--- config.mk ---
export PLATFORM = sky130hd
export DESIGN_NAME = ex_mem_stage
export DESIGN_NICKNAME = d
export VERILOG_FILES = /design/src/rtl/ex_mem_stage.sv
export SDC_FILE = /design/constraint.sdc
export NUM_CORES = 1
export LEC_CHECK = 0
export ABC_CLOCK_PERIOD_IN_PS = 2000
export CAP_MARGIN = 20
export CORE_MARGIN = 10
export CORE_UTILIZATION = 46
export DETAILED_ROUTE_END_ITERATION = 8
export PLACE_DENSITY = 0.86
export SETUP_SLACK_MARGIN = 0.3
export SLEW_MARGIN = 10
export SYNTH_ARGS = -nofsm -noshare
export SYNTH_HDL_FRONTEND = slang
export SYNTH_SLANG_ARGS = --single-unit
--- constraint.sdc ---
create_clock -name clk -period 2 [get_ports clk]
set_input_delay 0.2 -clock clk [delete_from_list [all_inputs] [get_ports clk]]
set_output_delay 0.2 -clock clk [all_outputs]
set_load 0.01 [all_outputs]
--- src/rtl/ex_mem_stage.sv ---
// EX/MEM pipeline boundary: branch/jump resolution into a one-cycle registered
// redirect, store formatting, alignment checks and valid/ready handshake.
module ex_mem_stage #(
    parameter int unsigned XLEN = 32
) (
    input  logic            clk,
    input  logic            rst_n,
    input  logic            ex_valid,
    output logic            ex_ready,
    input  logic [XLEN-1:0] ex_pc,
    input  logic [XLEN-1:0] ex_imm,
    input  logic [XLEN-1:0] ex_alu_result,
    input  logic            ex_zero,
    input  logic [XLEN-1:0] ex_rs2_data,
    input  logic [4:0]      ex_rd,
    input  logic [2:0]      ex_funct3,
    input  logic            ex_reg_write,
    input  logic            ex_mem_read,
    input  logic            ex_mem_write,
    input  logic            ex_branch,
    input  logic            ex_jal,
    input  logic            ex_jalr,
    input  logic            mem_stall,
    output logic            redirect,
    output logic [XLEN-1:0] redirect_pc,
    output logic            mem_valid,
    output logic [XLEN-1:0] mem_pc,
    output logic [XLEN-1:0] mem_result,
    output logic [XLEN-1:0] mem_wdata,
    output logic [3:0]      mem_be,
    output logic [4:0]      mem_rd,
    output logic [2:0]      mem_funct3,
    output logic            mem_reg_write,
    output logic            mem_mem_read,
    output logic            mem_mem_write,
    output logic            mem_exc,
    output logic [1:0]      mem_exc_cause
);

    logic            capture;
    logic            taken;
    logic            instr_mis;
    logic            data_mis;
    logic            take_redirect;
    logic            exc;
    logic [1:0]      cause;
    logic [1:0]      a;
    logic [3:0]      be;
    logic [XLEN-1:0] target;
    logic [XLEN-1:0] result;
    logic [XLEN-1:0] wdata;

    assign ex_ready = ~mem_valid | ~mem_stall;
    // An instruction accepted during the redirect cycle is wrong-path and dropped.
    assign capture  = ex_valid & ex_ready & ~redirect;

    always_comb begin
        taken  = (ex_branch & ex_zero) | ex_jal | ex_jalr;
        target = ex_jalr ? {ex_alu_result[XLEN-1:1], 1'b0} : ex_pc + ex_imm;
        result = (ex_jal | ex_jalr) ? ex_pc + XLEN'(4) : ex_alu_result;
        a        = ex_alu_result[1:0];
        be       = '0;
        wdata    = '0;
        data_mis = 1'b0;
        if (ex_mem_read | ex_mem_write) begin
            case (ex_funct3[1:0])
                2'b00: begin
                    be    = 4'b0001 << a;
                    wdata = {4{ex_rs2_data[7:0]}};
                end
                2'b01: begin
                    be       = a[1] ? 4'b1100 : 4'b0011;
                    wdata    = {2{ex_rs2_data[15:0]}};
                    data_mis = a[0];
                end
                2'b10: begin
                    be       = 4'b1111;
                    wdata    = ex_rs2_data;
                    data_mis = (a != 2'b00);
                end
                default: ;
            endcase
        end
        if (!ex_mem_write) begin
            wdata = '0;
        end
        instr_mis = taken & target[1];
        cause     = 2'b00;
        if (instr_mis) begin
            cause = 2'b01;
        end else if (ex_mem_write & data_mis) begin
            cause = 2'b11;
        end else if (ex_mem_read & data_mis) begin
            cause = 2'b10;
        end
        exc           = (cause != 2'b00);
        take_redirect = capture & taken & ~instr_mis;
    end

    always_ff @(posedge clk or negedge rst_n) begin
        if (!rst_n) begin
            redirect      <= 1'b0;
            redirect_pc   <= '0;
            mem_valid     <= 1'b0;
            mem_pc        <= '0;
            mem_result    <= '0;
            mem_wdata     <= '0;
            mem_be        <= '0;
            mem_rd        <= '0;
            mem_funct3    <= '0;
            mem_reg_write <= 1'b0;
            mem_mem_read  <= 1'b0;
            mem_mem_write <= 1'b0;
            mem_exc       <= 1'b0;
            mem_exc_cause <= '0;
        end else begin
            redirect <= take_redirect;
            if (take_redirect) begin
                redirect_pc <= target;
            end
            if (capture) begin
                mem_valid     <= 1'b1;
                mem_pc        <= ex_pc;
                mem_result    <= result;
                mem_wdata     <= wdata;
                mem_be        <= be;
                mem_rd        <= ex_rd;
                mem_funct3    <= ex_funct3;
                mem_reg_write <= ex_reg_write & ~exc;
                mem_mem_read  <= ex_mem_read & ~exc;
                mem_mem_write <= ex_mem_write & ~exc;
                mem_exc       <= exc;
                mem_exc_cause <= cause;
            end else if (!mem_stall) begin
                mem_valid <= 1'b0;
            end
        end
    end

endmodule

==> results.md, run 1 <==
- Min-Delay Path Class: in2reg
- Area leader, netlist: dfrtp_1
- RSZ-0062 raised after global routing: true
- Yosys reg bits: 148
- MaxCap Viol Count: 0
- DRC Markers: 0
- Final setup fails: 1
- Worst-Skew Late Latency: 0.43 ns
- Crit-path cells: buf_6, ha_4, inv_2, fa_2, or3b_4, nand2_4, nand2_8, buf_12, a21oi_1, o21ai_0, o21a_1
- Final GP Congestion: 0.955
- Nets: 1646
- Worst EP required: 2.33 ns
- Final hold viol count: 0
- Worst Path Buf+Inv: 3
- Worst Tran Pin Value: 0.502 ns
- Share of layout cells above drive strength 1: 0.257
- Syn Area/Cell: 8.50 um2
- Synth Cell Area: 0.00854 mm2
- Syn_nets: 1188
- Die Area: 0.0244 mm2
- HPWL Detailed: 27900 um
- Top cell type's share of synthesized area: 0.434
- Cell Rows: 49
- Top cell family by delay on the critical path: adder cells
- CTS tree: yes
- Period utilization: 1.01
- Vias post-DR: 10200
- Clock Pin Slew Worst Setup and Hold Paths: 0.07 ns
- Ports: 296
- Clk_skew: 0.00581 ns
- Leak: 6.53 nW
- Crit path time final: 2.01 ns
- Cell count after synthesis: 1004
- Post-Place Worst Slack: -0.966 ns
- Dpl cell area: 0.0129 mm2
- Multi-input gate area: 0.00528 mm2
- Drt initial violations: 957
- Fmax: 497 MHz
- CTS root buffer: clkbuf_16
- Sequential cell area: 0.00370 mm2
- Commonest non-fill, non-tap cell in the layout: clkdlybuf4s50_1
- Critical path endpoint category: flop
- Synth Warn #: 0
- CTS Buf Count: 17
- Max Slew Vio Count: 0
- Iteration count of the initial detailed-routing pass: 6
- Number of flops mapped to enable cells by yosys: 0
- Final WL: 39500 um
- Outcome: finished, violations left
- Critical Path AT: 2.34 ns
- First-pass GRT wire length: 56800 um
- Deepest clock path buffer count: 2
- Peak supply drop: 0.707 mV
- Die span in x: 156 um
- # port buffers: 295
- Ys flop type: dfrtp_1
- Average wire per standard cell: 23.1 um
- Vias in the first global route: 10200
- CTS sink count: 148
- Fillers: 1061
- Most frequent cells in the layout: clkdlybuf4s50_1 (246), nand2_1 (218), buf_4 (175), dfrtp_1 (148), o21ai_0 (80)
- Register area share after synthesis: 0.434
- P&R area growth vs syn: 69.8%
- Post-synthesis cell type count: 63
- Post-route cell area: 0.0145 mm2
- ANT nets after route: 0
- Layout Utilization: 0.802
- Synth async-reset ratio: 1.00
- DR vias/cell: 5.96
- Worst-path fanout max: 6
- Total power: 11.6 mW
- Gr usage total: 0.297
- Initial antenna violation count: 2
- Congestion Overflow GR: 0
- Slowest CP cell: fa_2
- Setup CP Type: in2reg
- H-Tree Level Count: 4
- Slowest cell delay on critical path: 0.57 ns
- Die Y: 156 um
- Setup crit start kind: input pin
- Pin count of the biggest net entering global routing: 48
- Final worst slack: -0.0107 ns
- Pwr dens: 799 mW/mm2
- Core ar.: 0.0181 mm2
- Failing checks: negative setup slack
- Top cells by area, synth: dfrtp_1 (43%), nand2_1 (9.9%), o21ai_0 (6.4%)
- Starting Density: 0.472
- Relative slew slack: 0.662
[area by class of cell]
class | instances | area share
multi-input cells | 785 | 0.364
repair buffers | 497 | 0.316
flip-flops and latches | 148 | 0.255
clock buffers | 20 | 0.0322
well taps | 229 | 0.0198
clock inverters | 12 | 0.00829
inverters | 13 | 0.00388
diodes | 3 | 0.000518
[synthesized netlist by cell type, drive strengths merged (15+ instances only)]
cell	count
ha	36
nand2	226
nor2	65
nand3	19
o21ai	114
xor2	33
clkbuf	43
buf	16
a21oi	102
a22o	21
and3	17
dfrtp	148
nand4	15
xnor2	21
[layer usage]
layer	up-vias	track usage	wire length (um)
met5	-	0	0
met4	0	0.166	2400
met3	190	0.0833	4300
met2	715	0.520	19300
met1	4835	0.316	13600
li1	4431	-	-
[cell families after synthesis]
family	share of synthesized area
flops	0.434
buf+inv	0.0405
fa+ha+maj	0.0551
xor+xnor	0.0554
simple gates	0.188
mux	0.00235
compound gates	0.225
[power by group]
part / switching [mW] / leakage (nW) / internal, mW
Clock: 1.40 / 0.284 / 1.83
Sequential: 0.374 / 1.86 / 3.54
Combinational: 2.13 / 4.39 / 2.30
Total: 3.90 / 6.53 / 7.68
[through the flow]
| step | hold WS, ns | std cells | TNS [ns] |
|---|---|---|---|
| global route | 0.102 | 1706 | -0.342 |
| finish | 0.0805 | 1707 | -0.0107 |
| floorplan | -0.0956 | 1004 | -0.690 |
| detailed placement | 0.172 | 1637 | -31.09 |
| CTS | 0.0827 | 1695 | -0.000953 |
| global placement | 0.165 | 1637 | -28.66 |
[worst reg2reg max path: stages, from the launching register on]
cell,delay [ns]
dfrtp_1,0.39
nand2b_1,0.20
a21oi_4,0.27
nand2_8,0.12
buf_12,0.17
a21oi_1,0.18
o21ai_0,0.20
o21a_1,0.16
[sequential cells by signal (all words and copies together), names as in the netlist]
signal and count:
redirect 1, mem_exc 1, mem_valid 1, mem_be 4
mem_rd 5, mem_mem_read 1, mem_funct3 3, mem_result 32
mem_pc 32, mem_wdata 32, redirect_pc 32, mem_reg_write 1
mem_mem_write 1, mem_exc_cause 2
[repair_timing]
action,CTS,global route
endpoints found under the setup margin,66,49
hold buffers,1,0
gates cloned,1,2
gates resized for setup,174,75
endpoints found under the hold margin,43,0
setup buffers,24,7
pin swaps,68,54
[final timing paths]
check / slack, ns / startpoint / end / cells past startpoint
max in group asynchronous: 1.02 / rst_n / mem_pc[28] / 3
max: -0.01 / ex_imm[0] / redirect_pc[14] / 11
max reg2reg: 0.21 / redirect / redirect_pc[14] / 7
min reg2reg: 0.48 / mem_funct3[1] / mem_funct3[1] / 2
min in group asynchronous: 0.28 / rst_n / mem_rd[2] / 2
min: 0.08 / ex_pc[6] / mem_pc[6] / 4
No activity file was read; power rests on OpenSTA's default activity.
==> inputs of run 2 (changes only) <==
ABC_AREA = 1   (was unset)
CORE_UTILIZATION = 48   (was 46)
PLACE_DENSITY = 0.87   (was 0.86)
==> run 2 against run 1 <==
Compared with the run above: the run now ends clean; synthesized cell count rose by 42%; register-to-register slack improved by 0.11 ns; core utilization fell by 0.59 points; final cell count rose by 25%; sequential share of layout area fell by 1.8 points; highest routed layer unchanged; clock-buffer cell count fell by 1; via count rose by 17%; clock power rose by 5%.
==> results.md, run 2 <==
- Critical Path AT: 2.08 ns
- # port buffers: 295
- Crit-path cells: clkbuf_2, ha_4, inv_2, fa_2, nand2_2, o211ai_4, nand3_4, buf_6, buf_4, a21oi_2, o21ai_1, o21a_1
- Die Y: 162 um
- TNS Setup: 0 ns
- Vias in the first global route: 11800
- Drt initial violations: 1268
- Period utilization: 0.875
- Max Slew Vio Count: 0
- Register area share after synthesis: 0.384
- Commonest non-fill, non-tap cell in the layout: nand2_1
- Synth Warn #: 0
- Final worst hold slack: 0.198 ns
- Worst EP required: 2.33 ns
- Die span in x: 162 um
- Cell Rows: 51
- First-pass GRT wire length: 65300 um
- R2r startpoint: mem_valid
- Post-synthesis cell type count: 44
- H-Tree Level Count: 4
- R2R Path End: redirect_pc[4]
- Yosys reg bits: 148
- Pwr dens: 790 mW/mm2
- Nets: 2036
- Relative slew slack: 0.716
- Synth async-reset ratio: 1.00
- Crit path time final: 1.75 ns
- Top cell type's share of synthesized area: 0.384
- CTS sink count: 148
- Worst Path Buf+Inv: 4
- DR vias/cell: 5.56
- Syn Area/Cell: 6.79 um2
- Synth Cell Area: 0.00965 mm2
- Iteration count of the initial detailed-routing pass: 6
- Hold Startpoint: ex_pc[0]
- CTS tree: yes
- Slowest CP cell: fa_2
- Vias post-DR: 11900
- P&R area growth vs syn: 61.5%
- Final GP Congestion: 1.02
- CTS Buf Count: 17
- Die Area: 0.0262 mm2
- ANT nets after route: 0
- Critical path endpoint category: flop
- Outcome: complete, no violations
- CTS root buffer: clkbuf_16
- Min-Delay Path Class: in2reg
- Setup crit start kind: input pin
- MaxCap Viol Count: 0
- Worst-path fanout max: 5
- Peak supply drop: 0.486 mV
- Top cell family by delay on the critical path: adder cells
- Top cells by area, synth: dfrtp_1 (38%), nand2_1 (19%), inv_1 (6.8%)
- Ys flop type: dfrtp_1
- Top post-synthesis cells by count: nand2_1 (495), inv_1 (176), dfrtp_1 (148), nor2_1 (118), a21oi_1 (102)
- Cell count after synthesis: 1421
- Share of layout cells above drive strength 1: 0.197
- Setup CP Type: in2reg
- Worst-Skew Late Latency: 0.43 ns
- Pin count of the biggest net entering global routing: 58
- Leak: 7.79 nW
- Most frequent cell after synthesis: nand2_1
- WHS Path Cells: 4
- Worst Tran Pin Value: 0.425 ns
- RSZ-0062 raised after global routing: true
- Area leader, netlist: dfrtp_1
- DRC Markers: 0
- R2r setup slk: 0.32 ns
- Fmax: 571 MHz
- Final WL: 44200 um
- Clock Pin Slew Worst Setup and Hold Paths: 0.07 ns
- Final setup fails: 0
- Ports: 296
- Initial antenna violation count: 3
- Congestion Overflow GR: 0
- Hold EP: mem_pc[0]
- Most frequent cells in the layout: nand2_1 (455), clkdlybuf4s50_1 (245), inv_1 (172), dfrtp_1 (148), buf_4 (146)
- Clk_skew: 0.0124 ns
- Worst reg2reg path depth: 10
- Slowest cell delay on critical path: 0.56 ns
- Average wire per standard cell: 20.7 um
- Deepest clock path buffer count: 2
- Starting Density: 0.493
- Core ar.: 0.0196 mm2
- Number of flops mapped to enable cells by yosys: 0
- HPWL Detailed: 33300 um
- Syn_nets: 1605
- Final hold viol count: 0
- Layout Utilization: 0.796
- Gr usage total: 0.316
run 2: cell count changes after synthesis, sizes merged, moves of 19 or more:
cell	before	now
nand2	226	498
inv	13	181
nand3	19	80
nor2	65	126
xor2	33	10
clkbuf	43	24
run 2: timing repair:
item / in CTS / in global routing
gates resized for setup: 81 / 142
endpoints found under the setup margin: 43 / 53
buffers inserted: 12 / 3
hold endpoints to repair: 39 / 0
gates cloned: 3 / 0
pin swaps: 11 / 28
hold buffers: 1 / 0
run 2: per-stage QoR:
stage | area [um2] | power [mW] | setup WS [ns] | std cells
CTS | 15000 | 12.0 | 0.287 | 2127
global placement | 13900 | 8.34 | -0.373 | 2079
finish | 15600 | 12.3 | 0.249 | 2133
global route | 15600 | 12.8 | 0.219 | 2133
floorplan | 9650 | 5.72 | 0.303 | 1421
detailed placement | 13900 | 8.46 | -0.417 | 2079
run 2: final cells by class:
cell class                      count  area (um2)
Tap cell                          265         332
Clock buffer                       19         453
Fill cell                        1299        4000
Antenna cell                        3        7.51
Clock inverter                     13         171
Sequential cell                   148        3700
Timing Repair Buffer              461        4460
Inverter                          182         688
Multi-Input combinational cell   1042        5780
run 2: cell families after synthesis:
group / share of synthesized area
AND/OR/NAND/NOR: 0.315
XOR/XNOR: 0.0127
adder cells (fa/ha/maj): 0.0488
buffers and inverters: 0.0963
flip-flops: 0.384
AO/OA/AOI/OAI: 0.144
run 2: worst reg2reg max path, delay by kind of cell (launching register included):
family                 cells  cell delay, ns
AND/OR/NAND/NOR            4            0.44
buffers and inverters      3            0.44
AO/OA/AOI/OAI              3            0.31
flip-flops                 1            0.39
run 2: per-layer routing:
layer / global-route usage / up-vias / share of wire
met5: 0 / - / 0
met2: 0.529 / 724 / 0.48
met4: 0.144 / 0 / 0.051
met3: 0.0814 / 159 / 0.097
met1: 0.373 / 5571 / 0.38
li1: - / 5407 / -
run 2: power breakdown:
part	switching (mW)	internal (mW)
clock	1.35	2.05
sequential	0.493	3.62
combinational	2.43	2.37
run 2: worst max path at each step:
stage,from,to,slack [ns],cells past startpoint
after global placement,ex_pc[0],redirect_pc[28],-0.37,14
after global routing,ex_imm[16],redirect_pc[25],0.22,14
after CTS,ex_pc[14],redirect_pc[21],0.29,16
after detailed placement,ex_pc[0],redirect_pc[28],-0.42,14
after floorplan,ex_pc[0],redirect_pc[16],0.30,14
final,ex_pc[0],redirect_pc[4],0.25,12
